**config.mk**
```make
export PLATFORM = sky130hd
export DESIGN_NAME = pc_sequencer_fsm_flat
export DESIGN_NICKNAME = d
export VERILOG_FILES = /design/src/rtl/pc_seq_pkg.sv /design/src/rtl/pc_sequencer_fsm_if.sv /design/src/rtl/pc_seq_timer.sv /design/src/rtl/pc_sequencer_fsm.sv /design/src/flat_wrapper.sv
export SDC_FILE = /design/constraint.sdc
export NUM_CORES = 1
export LEC_CHECK = 0
export BUFFER_PORTS_ARGS = -buffer_cell sky130_fd_sc_hd__buf_2
export CAP_MARGIN = 20
export CORE_MARGIN = 1.5
export CORE_UTILIZATION = 47
export DETAILED_ROUTE_END_ITERATION = 10
export GPL_ROUTABILITY_DRIVEN = 0
export PLACE_DENSITY = 0.88
export SLEW_MARGIN = 20
export SYNTH_ARGS = -nofsm -noshare
export SYNTH_HDL_FRONTEND = slang
export SYNTH_SLANG_ARGS = --single-unit
export TNS_END_PERCENT = 20
```
**constraint.sdc**
```tcl
create_clock -name Clock -period 2.15 [get_ports Clock]
set_input_delay 0.43 -clock Clock [delete_from_list [all_inputs] [get_ports Clock]]
set_output_delay 0.43 -clock Clock [all_outputs]
set_load 0.01 [all_outputs]
```
**src/rtl/pc_seq_pkg.sv**
```systemverilog
// Shared types and encodings for the PC sequencer.
// Defines the sequencer states, the decoded op_class codes and the
// PC_select encodings driven to the address generator.
package pc_seq_pkg;

  typedef enum logic [2:0] {
    RST    = 3'd0,
    FETCH  = 3'd1,
    DECODE = 3'd2,
    EXEC   = 3'd3,
    HALT   = 3'd4
  } state_e;

  // Decoded instruction classes presented on op_class
  localparam logic [2:0] OP_SEQ    = 3'b000;
  localparam logic [2:0] OP_BR_REL = 3'b001;
  localparam logic [2:0] OP_JUMP   = 3'b010;
  localparam logic [2:0] OP_CALL   = 3'b011;
  localparam logic [2:0] OP_RET    = 3'b100;
  localparam logic [2:0] OP_HALT   = 3'b111;

  // Address-generator source select
  localparam logic [1:0] PCSEL_RA   = 2'b00;
  localparam logic [1:0] PCSEL_NEXT = 2'b01;
  localparam logic [1:0] PCSEL_ABS  = 2'b10;

  // True for the op_class codes the sequencer knows how to execute
  function automatic logic op_is_legal(input logic [2:0] op);
    return (op == OP_SEQ)  || (op == OP_BR_REL) || (op == OP_JUMP) ||
           (op == OP_CALL) || (op == OP_RET)    || (op == OP_HALT);
  endfunction

endpackage

```
**src/rtl/pc_sequencer_fsm_if.sv**
```systemverilog
// Control bundle between the PC sequencer and its neighbours
// (decode logic, instruction memory, address generator).
// master = sequencer side, slave = surrounding datapath side.
interface pc_sequencer_fsm_if;

  logic        fetch_ack;
  logic [2:0]  op_class;
  logic        branch_cond;
  logic        stall;

  logic [1:0]  PC_select;
  logic        INC_select;
  logic        PC_enable;
  logic        PC_Reset;
  logic        fetch_req;
  logic        ir_load;
  logic        link_we;
  logic        halted;
  logic        fetch_err;
  logic [31:0] retire_count;

  modport master (
    input  fetch_ack, op_class, branch_cond, stall,
    output PC_select, INC_select, PC_enable, PC_Reset, fetch_req,
           ir_load, link_we, halted, fetch_err, retire_count
  );

  modport slave (
    output fetch_ack, op_class, branch_cond, stall,
    input  PC_select, INC_select, PC_enable, PC_Reset, fetch_req,
           ir_load, link_we, halted, fetch_err, retire_count
  );

endinterface

```
**src/rtl/pc_seq_timer.sv**
```systemverilog
// Loadable down-counter shared by the reset-hold and fetch-timeout paths.
// zero_o flags that the decrement taken this cycle lands on zero, so the
// owning state can leave on the same edge the count expires.
module pc_seq_timer #(
  parameter int CNT_W   = 5,
  parameter int RST_VAL = 4
) (
  input  logic             clk,
  input  logic             rst_n,
  input  logic             load_i,
  input  logic [CNT_W-1:0] load_val_i,
  input  logic             dec_i,
  output logic             zero_o
);

  logic [CNT_W-1:0] count_q;
  logic [CNT_W-1:0] count_d;

  // Next count: load has priority, decrement saturates at zero
  always_comb begin
    count_d = count_q;
    if (load_i) begin
      count_d = load_val_i;
    end else if (dec_i && (count_q != '0)) begin
      count_d = count_q - CNT_W'(1);
    end
  end

  // Counter register, reset to the reset-hold length
  always_ff @(posedge clk or negedge rst_n) begin
    if (!rst_n) begin
      count_q <= CNT_W'(RST_VAL);
    end else begin
      count_q <= count_d;
    end
  end

  assign zero_o = (count_q <= CNT_W'(1));

endmodule

```
**src/rtl/pc_sequencer_fsm.sv**
```systemverilog
// Multi-cycle PC sequencer: RST hold -> FETCH -> DECODE -> EXEC per
// instruction, driving the address-generator controls.
// Optional build macro: SEQ_RETIRE_CNT_EN enables the retired-instruction
// counter on retire_count; without it retire_count is tied to zero.
module pc_sequencer_fsm
  import pc_seq_pkg::*;
#(
  parameter int RST_HOLD_CYCLES = 4,
  parameter int FETCH_TIMEOUT   = 16,
  parameter int CNT_W           = 5
) (
  input  logic               Clock,
  input  logic               Reset_n,
  pc_sequencer_fsm_if.master bus
);

  state_e     state_q;
  state_e     state_d;

  logic [2:0] op_class_q;
  logic       branch_cond_q;
  logic       link_pend_q;
  logic       fetch_err_q;

  logic       tmr_load;
  logic       tmr_dec;
  logic       tmr_zero;
  logic       fetch_timeout;

  logic [1:0] pc_select;
  logic       inc_select;
  logic       pc_enable;
  logic       pc_reset;
  logic       fetch_req;
  logic       ir_load;
  logic       link_we;
  logic       halted;

  // The counter reloads whenever FETCH is entered and counts down while
  // holding reset or waiting for the instruction word.
  assign tmr_load      = (state_d == FETCH) && (state_q != FETCH);
  assign tmr_dec       = (state_q == RST) || (state_q == FETCH);
  assign fetch_timeout = (state_q == FETCH) && !bus.fetch_ack && tmr_zero;

  pc_seq_timer #(
    .CNT_W   (CNT_W),
    .RST_VAL (RST_HOLD_CYCLES)
  ) u_timer (
    .clk        (Clock),
    .rst_n      (Reset_n),
    .load_i     (tmr_load),
    .load_val_i (CNT_W'(FETCH_TIMEOUT)),
    .dec_i      (tmr_dec),
    .zero_o     (tmr_zero)
  );

  // State register
  always_ff @(posedge Clock or negedge Reset_n) begin
    if (!Reset_n) begin
      state_q <= RST;
    end else begin
      state_q <= state_d;
    end
  end

  // Next-state logic; each state only looks at the inputs it owns
  always_comb begin
    state_d = state_q;
    unique case (state_q)
      RST: begin
        if (tmr_zero) state_d = FETCH;
      end
      FETCH: begin
        // An ack on the final timeout cycle still counts as a fetch
        if (bus.fetch_ack)  state_d = DECODE;
        else if (tmr_zero)  state_d = HALT;
      end
      DECODE: begin
        state_d = op_is_legal(bus.op_class) ? EXEC : HALT;
      end
      EXEC: begin
        if (!bus.stall) state_d = (op_class_q == OP_HALT) ? HALT : FETCH;
      end
      HALT: begin
        state_d = HALT;
      end
      default: begin
        state_d = RST;
      end
    endcase
  end

  // Output decode from registered state plus the live stall input
  always_comb begin
    pc_select  = PCSEL_NEXT;
    inc_select = 1'b0;
    pc_enable  = 1'b0;
    pc_reset   = 1'b0;
    fetch_req  = 1'b0;
    ir_load    = 1'b0;
    link_we    = 1'b0;
    halted     = 1'b0;
    unique case (state_q)
      RST: begin
        pc_reset = 1'b1;
      end
      FETCH: begin
        fetch_req = 1'b1;
        ir_load   = bus.fetch_ack;
        link_we   = link_pend_q;
      end
      DECODE: begin
      end
      EXEC: begin
        pc_enable = !bus.stall && (op_class_q != OP_HALT);
        case (op_class_q)
          OP_BR_REL:        inc_select = branch_cond_q;
          OP_JUMP, OP_CALL: pc_select  = PCSEL_ABS;
          OP_RET:           pc_select  = PCSEL_RA;
          default:          pc_select  = PCSEL_NEXT;
        endcase
      end
      HALT: begin
        halted = 1'b1;
      end
      default: begin
        pc_reset = 1'b1;
      end
    endcase
  end

  // Decode latches, CALL link strobe scheduling and sticky fetch error.
  // link_pend_q is set by the CALL update so link_we lands in the very
  // next FETCH cycle, while PC_temp still holds the pre-update PC.
  always_ff @(posedge Clock or negedge Reset_n) begin
    if (!Reset_n) begin
      op_class_q    <= 3'b000;
      branch_cond_q <= 1'b0;
      link_pend_q   <= 1'b0;
      fetch_err_q   <= 1'b0;
    end else begin
      if (state_q == DECODE) begin
        op_class_q    <= bus.op_class;
        branch_cond_q <= bus.branch_cond;
      end
      link_pend_q <= pc_enable && (op_class_q == OP_CALL);
      if (fetch_timeout) fetch_err_q <= 1'b1;
    end
  end

`ifdef SEQ_RETIRE_CNT_EN
  logic [31:0] retire_q;

  // Count every EXEC cycle that commits a PC update; wraps naturally
  always_ff @(posedge Clock or negedge Reset_n) begin
    if (!Reset_n) begin
      retire_q <= 32'd0;
    end else if (pc_enable) begin
      retire_q <= retire_q + 32'd1;
    end
  end

  assign bus.retire_count = retire_q;
`else
  assign bus.retire_count = 32'd0;
`endif

  assign bus.PC_select  = pc_select;
  assign bus.INC_select = inc_select;
  assign bus.PC_enable  = pc_enable;
  assign bus.PC_Reset   = pc_reset;
  assign bus.fetch_req  = fetch_req;
  assign bus.ir_load    = ir_load;
  assign bus.link_we    = link_we;
  assign bus.halted     = halted;
  assign bus.fetch_err  = fetch_err_q;

endmodule
```
**src/flat_wrapper.sv**
```systemverilog
// flat-port wrapper written by rule: the top's interface ports become plain ports
module pc_sequencer_fsm_flat import pc_seq_pkg::*;
#(
  parameter int RST_HOLD_CYCLES = 4,
  parameter int FETCH_TIMEOUT   = 16,
  parameter int CNT_W           = 5
)
  (Clock, Reset_n, bus_fetch_ack, bus_op_class, bus_branch_cond, bus_stall, bus_PC_select, bus_INC_select, bus_PC_enable, bus_PC_Reset, bus_fetch_req, bus_ir_load, bus_link_we, bus_halted, bus_fetch_err, bus_retire_count);
  pc_sequencer_fsm_if bus_i ();
  input  logic Clock;
  input  logic Reset_n;
  input wire logic [$bits(bus_i.fetch_ack)-1:0] bus_fetch_ack;
  input wire logic [$bits(bus_i.op_class)-1:0] bus_op_class;
  input wire logic [$bits(bus_i.branch_cond)-1:0] bus_branch_cond;
  input wire logic [$bits(bus_i.stall)-1:0] bus_stall;
  output wire logic [$bits(bus_i.PC_select)-1:0] bus_PC_select;
  output wire logic [$bits(bus_i.INC_select)-1:0] bus_INC_select;
  output wire logic [$bits(bus_i.PC_enable)-1:0] bus_PC_enable;
  output wire logic [$bits(bus_i.PC_Reset)-1:0] bus_PC_Reset;
  output wire logic [$bits(bus_i.fetch_req)-1:0] bus_fetch_req;
  output wire logic [$bits(bus_i.ir_load)-1:0] bus_ir_load;
  output wire logic [$bits(bus_i.link_we)-1:0] bus_link_we;
  output wire logic [$bits(bus_i.halted)-1:0] bus_halted;
  output wire logic [$bits(bus_i.fetch_err)-1:0] bus_fetch_err;
  output wire logic [$bits(bus_i.retire_count)-1:0] bus_retire_count;
  assign bus_i.fetch_ack = bus_fetch_ack;
  assign bus_i.op_class = bus_op_class;
  assign bus_i.branch_cond = bus_branch_cond;
  assign bus_i.stall = bus_stall;
  assign bus_PC_select = bus_i.PC_select;
  assign bus_INC_select = bus_i.INC_select;
  assign bus_PC_enable = bus_i.PC_enable;
  assign bus_PC_Reset = bus_i.PC_Reset;
  assign bus_fetch_req = bus_i.fetch_req;
  assign bus_ir_load = bus_i.ir_load;
  assign bus_link_we = bus_i.link_we;
  assign bus_halted = bus_i.halted;
  assign bus_fetch_err = bus_i.fetch_err;
  assign bus_retire_count = bus_i.retire_count;
  pc_sequencer_fsm #(.RST_HOLD_CYCLES(RST_HOLD_CYCLES), .FETCH_TIMEOUT(FETCH_TIMEOUT), .CNT_W(CNT_W)) u_core (.Clock(Clock), .Reset_n(Reset_n), .bus(bus_i));
endmodule
```
# [Yosys cells after proc, flatten, opt, wreduce, memory -nomap -nowiden]
# Index checks and enable logic that the tools add are counted.
[classes] n_addsub=1 mul=0 div=0 n_lt_le_gt_ge=1 eq_ne=17 shift=0 mux=19 bitwise=0 reduce_logical=20
[ops] cell="$eq A3 B2 Y1 const B" count=6
[ops] cell="$mux W3" count=6
[ops] cell="$eq A3 B3 Y1 const B" count=5
[ops] cell="$pmux W3 S5" count=1
[ops] cell="$eq A3 B1 Y1 const B" count=4
[ops] cell="$mux W5" count=2
[ops] cell="$mux W1" count=8
[ops] cell="$logic_and A1 B1 Y1" count=6
[ops] cell="$logic_not A3 Y1" count=2
[ops] cell="$logic_or A1 B1 Y1" count=6
[ops] cell="$le A5 B1 Y1 const B" count=1
[ops] cell="$reduce_bool A5 Y1" count=1
[ops] cell="$sub A5 B1 Y5 const B" count=1
[ops] cell="$pmux W2 S2" count=1
[ops] cell="$reduce_or A4 Y1" count=1
[ops] cell="$ne A3 B1 Y1 const B" count=1
[ops] cell="$ne A3 B3 Y1 const B" count=1
[ops] cell="$logic_not A1 Y1" count=2
[ops] cell="$mux W2" count=1
[ops] cell="$reduce_bool A2 Y1" count=1
[ops] cell="$reduce_or A2 Y1" count=1
[word_totals] register_bits=14 latch_bits=0 mem_bits_rw=0 rom_bits=0 input_bits=8 output_inout_bits=42 mem_count=0

# [Depth between registers and ports, before layout]
[depth] depth_word=11 mapped_depth=6 ltp_nobuf=6

# [By module]
# From an unflattened synthesis, not the netlist that was laid out.
[unflattened] hier_cells=127 hier_area_um2=1186.1
[by_module_without_submodules] mod="pc_sequencer_fsm" instances=1 cells_each=91 area_per_inst_um2=848.3 seq_area_each_um2=225.2
[by_module_without_submodules] mod="pc_seq_timer" instances=1 cells_each=36 area_per_inst_um2=337.8 seq_area_each_um2=126.4

# [Worst setup path after synthesis]
# OpenSTA, ideal clock, no wires.
[synth_path] path_type="reg2reg" start="register u_core.u_timer.count_q[0]" end="register u_core.u_timer.count_q[0]" setup_time_ps=126 arrival_time_ps=1422 required_ps=2024 slack_ps=602 stages_incl_launch_ff=7 synth_period_minus_slack_ps=1548 cell_sequence="dfrtp_1 inv_1 ha_1 or4b_4 and2_4 xnor2_1 a21oi_1"
[synth_between] elab_chain_cells=7 elab_cells_between_ends=13 cone_classes="1 x add/sub; 1 x order compare; 1 x eq/ne; 6 x mux; 4 x reduce/logical"
[synth_lines] element="start, declared" line="pc_seq_timer.sv:16" text="logic [CNT_W-1:0] count_q;"
[synth_lines] element="start signal, assigned" line="pc_seq_timer.sv:32" text="count_q <= CNT_W'(RST_VAL);"
[synth_lines] element="start signal, assigned" line="pc_seq_timer.sv:34" text="count_q <= count_d;"
[synth_lines] element="$le A5 B1 Y1" line="pc_seq_timer.sv:38" text="assign zero_o = (count_q <= CNT_W'(1));"
[synth_lines] element="$mux W3" line="pc_sequencer_fsm.sv:76" text="else if (tmr_zero) state_d = HALT;"
[synth_lines] element="$mux W3" line="pc_sequencer_fsm.sv:75" text="if (bus.fetch_ack) state_d = DECODE;"
[synth_lines] element="$pmux W3 S5" line="pc_sequencer_fsm.sv:69" text="unique case (state_q)"
[synth_lines] element="$eq A3 B1 Y1" line="pc_sequencer_fsm.sv:41" text="assign tmr_load = (state_d == FETCH) && (state_q != FETCH);"
[synth_lines] element="$logic_and A1 B1 Y1" line="pc_sequencer_fsm.sv:41"
[synth_lines] element="$mux W5 / $reduce_bool A2 Y1 (equally long branches)"
# Several ways; a longest one is shown, not always the timed one. The select of a mux whose other input is x is not followed.
# A chain may end at the register's enable or synchronous reset.

# [Final worst setup path]
[layout_path] start="register u_core.state_q[2]" end="output port bus_ir_load"
[layout_between] elab_chain_cells=2
[layout_lines] element="start, declared" line="pc_sequencer_fsm.sv:17" text="state_e state_q;"
[layout_lines] element="start signal, assigned" line="pc_sequencer_fsm.sv:62" text="state_q <= state_d;"
[layout_lines] element="$eq A3 B1 Y1" line="pc_sequencer_fsm.sv:103" text="unique case (state_q)"
[layout_lines] element="$mux W1" line="pc_sequencer_fsm.sv:103"
[layout_lines] element="end, declared" line="flat_wrapper.sv:21" text="output wire logic [$bits(bus_i.ir_load)-1:0] bus_ir_load;"
# Every way passes these cells.

==> results by group <==
Detailed routing
  – Post-route ant nets: 0
  – DRC viols: 0
  – Routed wire length: roughly 1900 um
  – Vias: ~800
  – Vias per inst: roughly 4.9
  – Pre-antenna DRT Iters: 4
  – Initial DRC count: 26
  – DR WL/cell: roughly 12 um

Synth
  – Synth unique cells: 40
  – Cells after Synth: between 100 and 150
  – Ranking of synthesized cells by area: dfrtp_1 (29%), buf_4 (22%), mux2_2 (5.0%)
  – Yosys top cell by area: dfrtp_1
  – Sequential fraction of the synthesis area: 31.02%
  – Post-synth EDFFs: 0
  – Asr flop ratio synth: 100.0%
  – FF+latch count, synth: 14
  – Avg Inst Size Synth: about 9.5 um^2
  – Main flop type after synthesis: dfrtp_1
  – Synth warnings: 0
  – Post-synthesis instance area: ~0.0011 mm^2
  – Area share of the leading cell type in the synthesized netlist: 28.70%

Cells and area
  – Area Growth Syn to Fin: 0.3311%
  – Fillers: 210
  – Storage cell area: 352.8 um^2
  – Final non-filler cell area: between 0.001 and 0.0015 mm^2
  – Antenna cells: 0
  – Share of layout cells above drive strength 1: between 20% and 30%
  – Multi-input logic area: ~620 um^2
  – Number of nets in the layout: between 100 and 150

Global routing
  – Grt ovf: 0
  – Global-route wire length before repair: between 2000 and 3000 um
  – GRT Resource Usage Total: between 10% and 20%
  – Largest net degree at the start of global routing: 15
  – Initial antenna violation count: 0
  – Vias in the first global route: 651

Power
  – Pwr/cell area: 882.1 mW/mm^2
  – P_leak: ~0.57 nW
  – Maximum vdd ir drop: 0.5052 mV

Die
  – Die width: 52.11 um
  – # rows: 17
  – # IOs: 50
  – Starting Density: 50.28%
  – Die H: 52.11 um
  – Die area: 0.002715 mm^2
  – Core area: 0.002255 mm^2

Timing
  – Final min period: approximately 2.0 ns
  – F_max: ~500 MHz
  – # setup viols final: 0
  – Max-slew violations: 0
  – Setup TNS: 0 ns
  – PnR worst setup slack: roughly 0.13 ns
  – Final hold vios: 0
  – Crit share post-route: between 90% and 100%
  – Fin Clk Skew: ~0.0025 ns
  – Unrepaired setup endpoints after global routing: no

Setup path
  – Slowest stage cell, crit path: dfrtp_1
  – FF-to-FF Start: u_core.u_timer.count_q[1]
  – Worst Setup EP: bus_ir_load
  – Setup crit start kind: register
  – CP Max Fanout: 11
  – Worst Setup Path Type: register to output pin
  – Setup slack, reg-to-reg: 0.45 ns
  – CP Capture Type: output pin
  – Arrival time worst endpoint: between 1.5 and 2 ns
  – CP Launch Point: u_core.state_q[2]
  – Crit Reg-Reg Endpoint: u_core.u_timer.count_q[0]
  – CP max stage delay: ~0.51 ns
  – R2R cell count: 6
  – Worst path cell trace: nor2_1 > and3_1 > buf_2
  – Worst path required time: 1.72 ns

Place
  – Place WS: 0.4318 ns
  – Hpwl dp: about 1500 um
  – DP Area: roughly 0.0011 mm^2
  – Port Buffers: 17

Clock tree
  – CTS tree: done
  – Htree depth: 1
  – Clk pin slew, worst setup/hold paths: around 0.080 ns
  – Post-CTS Hold Buffers: 0
  – CTS max path bufs: 2
  – Worst-Skew Late Latency: roughly 0.27 ns
  – Clk sinks: 14
  – Root Driver: clkbuf_4
  – CTS buffer count: 3

Min path
  – Worst Hold Class: primary input to asynchronous set/reset pin

Status
  – Status: finished clean

Run
  – Max capacitance violation total: 0
## report_power, final
| part | internal, mW | switching [mW] |
|---|---|---|
| sequential | 0.361 | 0.127 |
| combinational | 0.162 | 0.169 |
| clock | 0.103 | 0.0809 |
| total | 0.626 | 0.378 |
## synth_stat cells (2+ instances only)
master    count
nand3_1       4
mux2_2        5
inv_1         3
dfrtp_1      13
nand3b_1      2
xnor2_1       3
nor3_1        4
o21ai_0       2
a31oi_1       2
nand2_1       4
ha_1          3
xor2_1        3
nor2_1        6
buf_4        33
buf_6         2
and3_1        3
a21oi_1       4
## per-layer routing
metal | GRT usage [%] | share of wire (%) | vias up
li1 | - | - | 375
met2 | 23.84 | 47 | 42
met1 | 18.77 | 45 | 381
met5 | 0 | 0 | -
met4 | 7.895 | 1.9 | 0
met3 | 2.586 | 5.8 | 4
## worst min-delay path by stage
stage	start	endpoint	slack (ns)	depth (start not counted)
2_1_floorplan	Reset_n	u_core.branch_cond_q	0.13	0
3_3_place_gp	Reset_n	u_core.u_timer.count_q[3]	0.34	1
3_5_place_dp	Reset_n	u_core.u_timer.count_q[3]	0.34	1
4_1_cts	Reset_n	u_core.u_timer.count_q[1]	0.04	1
5_1_grt	Reset_n	u_core.u_timer.count_q[4]	0.05	1
6_report	Reset_n	u_core.u_timer.count_q[3]	0.04	1
## critical path, delay by kind of cell, from the launching register on
family / cells / cell delay, ns
AND/OR/NAND/NOR: 2 / 0.67
flip-flops: 1 / 0.51
buffers and inverters: 1 / 0.14
## registers in the layout, indices dropped and copies added, names as in the netlist
name                    count
u_core.u_timer.count_q      5
u_core.op_class_q           3
u_core.state_q              3
u_core.branch_cond_q        1
u_core.bus.fetch_err        1
u_core.link_pend_q          1
## cell usage in the layout (no fill, tap or decap), types with 2 or more instances in the layout
cell type / netlist / final
nor2_1: 6 / 6
xor2_1: 3 / 3
dfrtp_1: 13 / 12
o21ai_0: 2 / 2
conb_1: 1 / 32
nand2_1: 4 / 4
xnor2_1: 3 / 3
buf_2: 0 / 17
inv_1: 3 / 3
and3_1: 3 / 3
clkbuf_4: 0 / 3
nand3b_1: 2 / 2
a31oi_1: 2 / 2
nand3_1: 4 / 4
mux2_2: 5 / 5
nor3_1: 4 / 4
a21oi_1: 4 / 4
ha_1: 3 / 3
## what timing repair did
action,in CTS,in global routing
resized for setup,0,1
endpoints found under the hold margin,0,0
setup endpoints to repair,0,1
buffers inserted,0,0
## through the flow
step	hold WS [ns]	power (mW)	cells	utilization, %
after floorplan	0.1344	0.7763	150	-
after global placement	0.3385	0.7930	160	48.78
after detailed placement	0.3423	0.8163	160	48.78
after CTS	0.04083	1.003	164	50.39
after global routing	0.04516	1.081	164	50.44
final	0.03740	1.003	164	50.44
## kinds of logic after synthesis
family                     Yosys count  share of synthesized area, %
AOI/OAI and AO/OA                   13                         8.058
adders and majority gates            3                         3.312
and+or+nand+nor                     39                         22.85
other                                1                        0.3308
muxes                                5                         4.967
xor gates and xnor gates             6                         4.637
buffers and inverters               38                         24.83
DFF                                 14                         31.02
## cell type report
class / instances / area share, %
Timing Repair Buffer: 17 / 7.481
Sequential cell: 14 / 31.02
Multi-Input combinational cell: 98 / 54.24
Clock buffer: 4 / 3.190
Tap cell: 28 / 3.080
Inverter: 3 / 0.9901
Power figures use the tool's default switching activity.
